[src/rtl/fcl_loss_grad.sv]
// MSE-gradient stage after the fully connected layer: streams one element per cycle to build
// (output - one_hot(label)), tracks argmax and counts correct predictions. Macro FCL_LOSS_SAT_EN selects saturating errors.
module fcl_loss_grad #(
  parameter int WIDTH      = 16,
  parameter int FRAC_BITS  = 8,
  parameter int OUTPUT_DIM = 10,
  parameter int CNT_W      = 16
) (
  input  logic                              clk,
  input  logic                              reset,
  input  logic                              in_valid,
  output logic                              in_ready,
  input  logic signed [WIDTH-1:0]           fcl_output [OUTPUT_DIM],
  input  logic [$clog2(OUTPUT_DIM):0]       label,
  output logic                              err_valid,
  input  logic                              err_ready,
  output logic signed [WIDTH-1:0]           output_error [OUTPUT_DIM],
  output logic [$clog2(OUTPUT_DIM)-1:0]     pred_class,
  output logic                              pred_correct,
  output logic [CNT_W-1:0]                  correct_count
);

  localparam int IDX_W = $clog2(OUTPUT_DIM);
  localparam int LBL_W = IDX_W + 1;
  localparam logic signed [WIDTH:0]   ONE     = {{WIDTH{1'b0}}, 1'b1} << FRAC_BITS;
  localparam logic signed [WIDTH-1:0] MAX_VAL = {1'b0, {(WIDTH-1){1'b1}}};
  localparam logic signed [WIDTH-1:0] MIN_VAL = {1'b1, {(WIDTH-1){1'b0}}};
  localparam logic [CNT_W-1:0]        CNT_MAX = {CNT_W{1'b1}};
  localparam logic [IDX_W-1:0]        LAST_IDX = IDX_W'(OUTPUT_DIM - 1);

  typedef enum logic [1:0] {IDLE, SCAN, DONE} state_t;

  state_t                  state;
  logic signed [WIDTH-1:0] x_reg   [OUTPUT_DIM];
  logic signed [WIDTH-1:0] err_buf [OUTPUT_DIM];
  logic [LBL_W-1:0]        label_reg;
  logic [IDX_W-1:0]        idx;
  logic signed [WIDTH-1:0] max_val;
  logic [IDX_W-1:0]        max_idx;

  logic signed [WIDTH-1:0] cur_x;
  logic signed [WIDTH:0]   target;
  logic signed [WIDTH:0]   diff;
  logic signed [WIDTH-1:0] err_elem;
  logic                    is_max;
  logic                    last_idx;
  logic [IDX_W-1:0]        new_max_idx;
  logic                    new_correct;

  // Single shared subtractor/comparator operating on the element selected by idx
  always_comb begin
    cur_x       = x_reg[idx];
    target      = ({1'b0, idx} == label_reg) ? ONE : '0;
    diff        = {cur_x[WIDTH-1], cur_x} - target;
    err_elem    = diff[WIDTH-1:0];
`ifdef FCL_LOSS_SAT_EN
    if (diff[WIDTH] != diff[WIDTH-1]) begin
      err_elem = diff[WIDTH] ? MIN_VAL : MAX_VAL;
    end
`endif
    is_max      = (cur_x > max_val);
    last_idx    = (idx == LAST_IDX);
    new_max_idx = is_max ? idx : max_idx;
    new_correct = ({1'b0, new_max_idx} == label_reg);
  end

  always_ff @(posedge clk) begin
    if (reset) begin
      state         <= IDLE;
      in_ready      <= 1'b1;
      err_valid     <= 1'b0;
      pred_class    <= '0;
      pred_correct  <= 1'b0;
      correct_count <= '0;
      label_reg     <= '0;
      idx           <= '0;
      max_val       <= MIN_VAL;
      max_idx       <= '0;
      for (int k = 0; k < OUTPUT_DIM; k++) begin
        output_error[k] <= '0;
        x_reg[k]        <= '0;
        err_buf[k]      <= '0;
      end
    end else begin
      case (state)
        IDLE: begin
          if (in_valid) begin
            for (int k = 0; k < OUTPUT_DIM; k++) begin
              x_reg[k] <= fcl_output[k];
            end
            label_reg <= label;
            idx       <= '0;
            max_val   <= MIN_VAL;
            max_idx   <= '0;
            in_ready  <= 1'b0;
            state     <= SCAN;
          end
        end

        SCAN: begin
          err_buf[idx] <= err_elem;
          if (is_max) begin
            max_val <= cur_x;
            max_idx <= idx;
          end
          idx <= idx + 1'b1;
          // The last element bypasses err_buf so all outputs update together
          if (last_idx) begin
            for (int k = 0; k < OUTPUT_DIM - 1; k++) begin
              output_error[k] <= err_buf[k];
            end
            output_error[OUTPUT_DIM-1] <= err_elem;
            pred_class   <= new_max_idx;
            pred_correct <= new_correct;
            err_valid    <= 1'b1;
            state        <= DONE;
          end
        end

        DONE: begin
          if (err_ready) begin
            if (pred_correct && (correct_count != CNT_MAX)) begin
              correct_count <= correct_count + 1'b1;
            end
            err_valid <= 1'b0;
            in_ready  <= 1'b1;
            state     <= IDLE;
          end
        end

        default: begin
          state     <= IDLE;
          in_ready  <= 1'b1;
          err_valid <= 1'b0;
        end
      endcase
    end
  end

endmodule

[config.mk]
export PLATFORM = sky130hd
export DESIGN_NAME = fcl_loss_grad
export DESIGN_NICKNAME = d
export VERILOG_FILES = /design/src/rtl/fcl_loss_grad.sv
export SDC_FILE = /design/constraint.sdc
export NUM_CORES = 1
export LEC_CHECK = 0
export BUFFER_PORTS_ARGS = -buffer_cell sky130_fd_sc_hd__buf_4
export CAP_MARGIN = 0
export CELL_PAD_IN_SITES_DETAIL_PLACEMENT = 1
export CELL_PAD_IN_SITES_GLOBAL_PLACEMENT = 1
export CORE_ASPECT_RATIO = 0.6
export CORE_MARGIN = 2
export CORE_UTILIZATION = 30
export DETAILED_ROUTE_END_ITERATION = 8
export GPL_TIMING_DRIVEN = 0
export PLACE_DENSITY = 0.54
export SLEW_MARGIN = 20
export SYNTH_ARGS = -nofsm -noshare
export SYNTH_HDL_FRONTEND = slang
export SYNTH_SLANG_ARGS = --single-unit
[constraint.sdc]
create_clock -name clk -period 8.1 [get_ports clk]
set_clock_uncertainty 0.1 [all_clocks]
set_input_delay 1.62 -clock clk [delete_from_list [all_inputs] [get_ports clk]]
set_output_delay 1.62 -clock clk [all_outputs]
set_load 0.005 [all_outputs]
==> results of run 1 <==
critical path: cells and delay by family, from the launching register on:
family / cells / cell delay, ns
AO/OA/AOI/OAI: 5 / 1.45
adder cells (fa/ha/maj): 1 / 0.33
AND/OR/NAND/NOR: 4 / 1.09
buffers and inverters: 6 / 1.91
flip-flops: 1 / 0.57
multiplexers: 2 / 0.74
per-layer routing:
layer	part of all wire (%)	vias up	routed length (µm)	GRT usage (%)
met4	1.3	4	949	3.734
li1	-	7278	-	-
met5	0.031	-	23	0
met1	50	8088	37220	31.30
met2	43	328	32050	30.17
met3	6.3	62	4731	5.027
worst max-delay path by stage:
stage,to,slack (ns),cells past startpoint
2_1_floorplan,flip-flop,1.68,6
3_3_place_gp,flip-flop,-0.78,7
3_5_place_dp,max_val[13]$_SDFFE_PP0P_,1.92,18
4_1_cts,max_val[13]$_SDFFE_PP0P_,1.88,18
5_1_grt,max_val[5]$_SDFFE_PP0P_,1.53,18
6_report,max_val[13]$_SDFFE_PP0P_,1.81,18
kinds of logic after synthesis:
family | after synthesis
and+or+nand+nor | 803
adders and majority gates | 21
buffers and inverters | 165
AOI/OAI and AO/OA | 250
muxes | 61
xor gates and xnor gates | 25
DFF | 522
stage by stage:
step / TNS [ns] / std cells / utilization (%)
finish: 0 / 3217 / 38.66
global route: 0 / 3210 / 38.64
CTS: 0 / 3209 / 38.64
detailed placement: 0 / 3113 / 36.11
global placement: -4.213 / 3110 / 35.92
floorplan: 0 / 1847 / -
layout make-up:
cell class | count | area, µm² | share of cell area, %
tap | 912 | 1141 | 4.325
buffer | 137 | 594.3 | 2.253
inverter | 28 | 105.1 | 0.3983
sequential | 522 | 13490 | 51.14
clock buffer | 76 | 1483 | 5.620
multi-input combinational | 1160 | 6594 | 24.99
clock inverter | 20 | 244.0 | 0.9247
antenna | 8 | 20.02 | 0.07588
timing repair buffer | 354 | 2710 | 10.27
power breakdown:
part / leakage, nW / switching, mW / total (mW) / internal, mW
logic: 4.46 / 0.335 / 0.523 / 0.188
clock network: 0.830 / 1.07 / 2.50 / 1.43
registers: 4.98 / 0.0322 / 2.94 / 2.91
total: 10.3 / 1.44 / 5.97 / 4.53
cell usage in the layout, fill, tap and decap left out, types with 7 or more instances in the layout:
master	synthesis	routed
nand2_1	372	371
buf_4	3	354
edfxtp_1	304	304
dfxtp_1	218	218
a21oi_1	197	191
nor2_1	184	184
and3_1	165	165
clkbuf_1	114	130
clkbuf_16	0	53
inv_1	28	28
mux4_2	27	27
mux2i_1	25	25
ha_1	21	21
nand3_1	20	20
o21ai_0	18	18
nor2b_1	16	16
a211oi_1	16	16
xor2_1	16	16
nand4_1	9	9
diode_2	0	8
buf_6	8	8
a21oi_2	2	8
buf_2	6	7
nand2b_1	7	7
or3_1	7	7
clkbuf_8	0	7
==> flow_metrics.py, run 1 <==
metrics = {
    "outcome": {
        "outcome": "finished clean",
    },
    "placed_design": {
        "place_hpwl_mm": 56.84,
        "placedInstanceArea_um2": 24640,
        "gp_congestion": 0.8230,
        "port_buffers": 351,
        "dpl_worst_slack_ns": 1.920,
    },
    "clock_network": {
        "cts_num_sinks": 522,
        "post-cts-setup-buffer-count": 0,
        "clk_latency_ns": 0.62,
        "htreeDepth": 2,
        "cts-root-buf": "clkbuf_16",
        "cts_inserted_buffers": 52,
        "clk_path_buf_depth": 3,
        "clk_pin_slew_worst_paths_ns": 0.07,
        "cts_hold_buf": 0,
        "post_cts_resize_count": 0,
        "cts_tree": "yes",
    },
    "die": {
        "pin_count": 352,
        "rows": 74,
        "core_area_um2": 68240,
        "initial_core_util_pct": 30.38,
        "fp.dieArea_um2": 71300,
        "die-width_um": 343.4,
        "die_y_um": 207.6,
    },
    "drt": {
        "viasPerCell": 4.899,
        "routedWlPerCell_um": 23.30,
        "drtIter0Drc": 1023,
        "drt-total-wl_mm": 74.97,
        "ant_nets": 0,
        "vias": 15760,
        "drt_first_pass_iters": 5,
        "drc": 0,
    },
    "yosys": {
        "netlist_instances": 1847,
        "synth_top_cells_by_count": "nand2_1 (372), edfxtp_1 (304), dfxtp_1 (218)",
        "synth_seq_cells": 522,
        "syn_area_um2": 20730,
        "synth_compound_area_share_pct": 6.578,
        "synth_xor_area_share_pct": 1.165,
        "synthArstFlopShare_pct": 0,
        "synth.distinct_cells": 54,
        "synthTopCellsByArea": "edfxtp_1 (44%), dfxtp_1 (21%), nand2_1 (6.7%), and3_1 (5.0%), a21oi_1 (4.8%)",
        "yosys.area_share.simple_pct": 17.54,
        "synthAdderAreaFrac_pct": 1.267,
        "synth_edf_count": 304,
        "synth_top_area_share_pct": 44.03,
        "avgSynthCellArea_um2": 11.22,
        "synth_top_family_by_area": "simple AND/OR/NAND/NOR gates",
        "yosys.cell_count.top_type": "nand2_1",
        "ys_seq_area_share_pct": 65.08,
        "synth_top_area_cell": "edfxtp_1",
        "synth_ff_type": "edfxtp_1",
        "muxShareOfSynthArea_pct": 5.003,
        "ys_warn_count": 0,
        "syn_nets": 2037,
    },
    "worst_setup_path": {
        "required_ns": 8.53,
        "crit_chain": "buf_2, buf_2, buf_2, mux4_2, mux2_2, o21ai_0, inv_1, ha_1, nand4_1, nor4_1, a21boi_0, o41ai_1, a22o_1, buf_4, nor2_1, buf_2, nand2_1, a21oi_1",
        "arrival_ns": 6.72,
        "r2r_cells": 18,
        "cpPeakStageDelay_ns": 0.69,
        "crit_type": "reg -> reg",
        "worst-path-max-fanout": 10,
        "r2r_setup_slack_ns": 1.81,
        "critPathLaunchType": "flip-flop",
        "critPathCaptureType": "flip-flop",
        "path_common_cell": "buf_2",
        "worst_r2r_endpoint": "max_val[13]$_SDFFE_PP0P_",
        "cp_slowest_cell": "o21ai_0",
    },
    "sta": {
        "tightestPinTransition_ns": 1.176,
        "finalHoldViolCount": 0,
        "whs_ns": 0.3557,
        "finalCritPeriodShare_pct": 77.69,
        "setup_violations": 0,
        "slew_headroom_pct": 21.59,
        "worst_slack_ns": 1.807,
        "rsz0062_at_grt": "false",
        "fmax_mhz": 158.9,
        "period_needed_ns": 6.293,
        "finalMaxSlewViolations": 0,
    },
    "flow_run": {
        "max-cap-violations": 0,
    },
    "hold_path": {
        "holdPathStages": 2,
        "holdPathEnd": "output_error[78]$_SDFFE_PP0P_",
        "hold_class": "reg -> reg",
        "min_from": "output_error[78]$_SDFFE_PP0P_",
    },
    "power": {
        "fin_total_pwr_mw": 5.967,
        "power_leakage_nw": 10.27,
        "ir_drop_mv": 0.1450,
        "p_per_area_nw_per_um2": 226.2,
    },
    "global_routing": {
        "grt_first_pass_wirelength_mm": 108.3,
        "grt_max_degree": 55,
        "gr-total-overflow": 0,
        "grt_usage_pct": 20.74,
        "grt_pass1_vias": 16090,
        "antenna_found_initial": 8,
    },
    "finish": {
        "area_growth_pct": 27.26,
        "final.fill_count": 7474,
        "final_area_um2": 26380,
        "fin_nets": 2445,
        "drive_above_1_share_pct": 21.81,
    },
}
Note: power is estimated with default switching activity, not from simulation.
==> run 2: changes to the inputs <==
--- a/config.mk
+++ b/config.mk
@@ -14,7 +14,7 @@
 export CORE_UTILIZATION = 30
 export DETAILED_ROUTE_END_ITERATION = 8
 export GPL_TIMING_DRIVEN = 0
-export PLACE_DENSITY = 0.54
+export PLACE_DENSITY = 0.56
 export SLEW_MARGIN = 20
 export SYNTH_ARGS = -nofsm -noshare
 export SYNTH_HDL_FRONTEND = slang
==> constraint.sdc (replaced) <==
create_clock -name clk -period 5.3 [get_ports clk]
set_clock_uncertainty 0.1 [all_clocks]
set_input_delay 1.06 -clock clk [delete_from_list [all_inputs] [get_ports clk]]
set_output_delay 1.06 -clock clk [all_outputs]
set_load 0.005 [all_outputs]
==> flow_metrics.py, run 2 (synthesis results as in run 1) <==
metrics = {
    "sta": {
        "tightestPinTransition_ns": 1.187,
        "rsz0062_at_grt": "false",
        "finalMaxSlewViolations": 0,
        "fmax_mhz": 196.1,
        "finalCritPeriodShare_pct": 96.20,
        "slew_headroom_pct": 20.89,
        "finalHoldViolCount": 0,
        "period_needed_ns": 5.098,
        "setup_violations": 0,
        "fin_tns_setup_ns": 0,
    },
    "finish": {
        "fin_nets": 2443,
        "area_growth_pct": 27.42,
        "drive_above_1_share_pct": 22.37,
        "final_area_um2": 26420,
        "final_common_cell": "nand2_1",
        "mostFrequentLayoutCells": "nand2_1 (371), buf_4 (357), edfxtp_1 (304), dfxtp_1 (218), a21oi_1 (190)",
    },
    "flow_run": {
        "max-cap-violations": 0,
    },
    "clock_network": {
        "cts_tree": "yes",
        "clk_pin_slew_worst_paths_ns": 0.06,
        "clk_latency_ns": 0.64,
        "cts-root-buf": "clkbuf_16",
        "post-cts-setup-buffer-count": 0,
        "htreeDepth": 2,
        "post_cts_resize_count": 13,
        "cts_inserted_buffers": 53,
        "clk_path_buf_depth": 3,
        "cts_hold_buf": 0,
        "cts_num_sinks": 522,
    },
    "global_routing": {
        "gr-total-overflow": 0,
        "grt_usage_pct": 20.74,
        "grt_max_degree": 91,
        "antenna_found_initial": 10,
        "grt_first_pass_wirelength_mm": 108.4,
        "globalRoute.busiestLayer": "met1",
        "globalRouteMet2Util_pct": 29.78,
        "grt_pass1_vias": 16050,
        "use_met3_pct": 3.608,
        "use_met1_pct": 32.06,
    },
    "placed_design": {
        "gp_congestion": 0.8608,
        "placedInstanceArea_um2": 24570,
        "port_buffers": 351,
        "place_hpwl_mm": 55.93,
    },
    "worst_setup_path": {
        "worst-path-max-fanout": 10,
        "critPathCaptureType": "flip-flop",
        "critPathLaunchType": "flip-flop",
        "cp_slowest_cell": "dfxtp_1",
        "required_ns": 5.68,
        "cpLargestDelayFamily": "compound AO/OA/AOI/OAI gates",
        "cpPeakStageDelay_ns": 0.55,
        "crit_type": "reg -> reg",
        "r2r_setup_slack_ns": 0.20,
        "crit_chain": "buf_4, buf_2, mux4_2, nor2b_1, a211oi_2, a21oi_2, ha_1, a21oi_1, o21ai_0, o2bb2ai_1, or4_1, a22o_1, buf_4, or2_2, buf_4, nand3_1, a21oi_1",
        "path_common_cell": "buf_4",
        "arrival_ns": 5.47,
        "cp_num_buf_inv": 4,
    },
    "die": {
        "core_area_um2": 68240,
        "pin_count": 352,
        "initial_core_util_pct": 30.38,
        "die_y_um": 207.6,
        "rows": 74,
        "die-width_um": 343.4,
        "fp.dieArea_um2": 71300,
    },
    "hold_path": {
        "hold_class": "reg -> reg",
        "min_from": "output_error[72]$_SDFFE_PP0P_",
    },
    "drt": {
        "drt-total-wl_mm": 74.37,
        "routedWlPerCell_um": 23.14,
        "ant_nets": 0,
        "drc": 0,
        "viasPerCell": 4.882,
        "drtIter0Drc": 1106,
        "vias": 15690,
        "drt_first_pass_iters": 5,
    },
    "power": {
        "p_per_area_nw_per_um2": 344.7,
        "ir_drop_mv": 0.2494,
        "power_leakage_nw": 10.29,
    },
    "outcome": {
        "outcome": "finished clean",
    },
}
-- run 2: final timing paths --
check                                                      to  depth (start not counted)
worst min-delay path            output_error[72]$_SDFFE_PP0P_                          2
worst max register to register       max_val[13]$_SDFFE_PP0P_                         17
worst min register to register  output_error[72]$_SDFFE_PP0P_                          2
worst max-delay path                 max_val[13]$_SDFFE_PP0P_                         17
-- run 2: final cells by class --
cell class / instances / area (µm²)
Buffer: 136 / 604.3
Timing Repair Buffer: 352 / 2663
Clock inverter: 29 / 265.3
Sequential cell: 522 / 13490
Clock buffer: 71 / 1469
Tap cell: 912 / 1141
Multi-Input combinational cell: 1160 / 6668
Inverter: 28 / 105.1
Antenna cell: 4 / 10.01
Fill cell: 7502 / 41820
-- run 2: stage by stage --
step | hold slack (ns) | worst slack (ns) | std cells | power, mW | utilization, %
2_1_floorplan | 0.3248 | 0.9086 | 1847 | 4.975 | -
3_5_place_dp | 0.3514 | -0.6447 | 3111 | 5.359 | 36.01
4_1_cts | 0.3598 | 0.007520 | 3211 | 9.192 | 38.62
6_report | 0.3560 | 0.2017 | 3214 | 9.107 | 38.71
3_3_place_gp | 0.3391 | -0.5734 | 3110 | 5.338 | 35.92
5_1_grt | 0.3737 | 0.02361 | 3212 | 9.443 | 38.71
-- run 2: worst register-to-register path, delay by kind of cell (launching register included) --
kind | cells | cell delay, ns
buffers and inverters | 4 | 1.07
AND/OR/NAND/NOR | 4 | 1.23
flip-flops | 1 | 0.55
multiplexers | 1 | 0.28
adder cells (fa/ha/maj) | 1 | 0.38
AO/OA/AOI/OAI | 7 | 1.35
-- run 2: layer usage --
metal,vias to the layer above,share of wire [%]
met2,393,42
met3,93,5.7
li1,7270,-
met4,6,2.0
met5,-,0.055
met1,7929,50
-- run 2: where the power goes --
group / switching, mW / total (mW) / internal (mW) / leakage (nW)
Combinational: 0.509 / 0.798 / 0.288 / 4.45
Sequential: 0.0485 / 4.49 / 4.44 / 4.98
Clock: 1.71 / 3.82 / 2.11 / 0.861
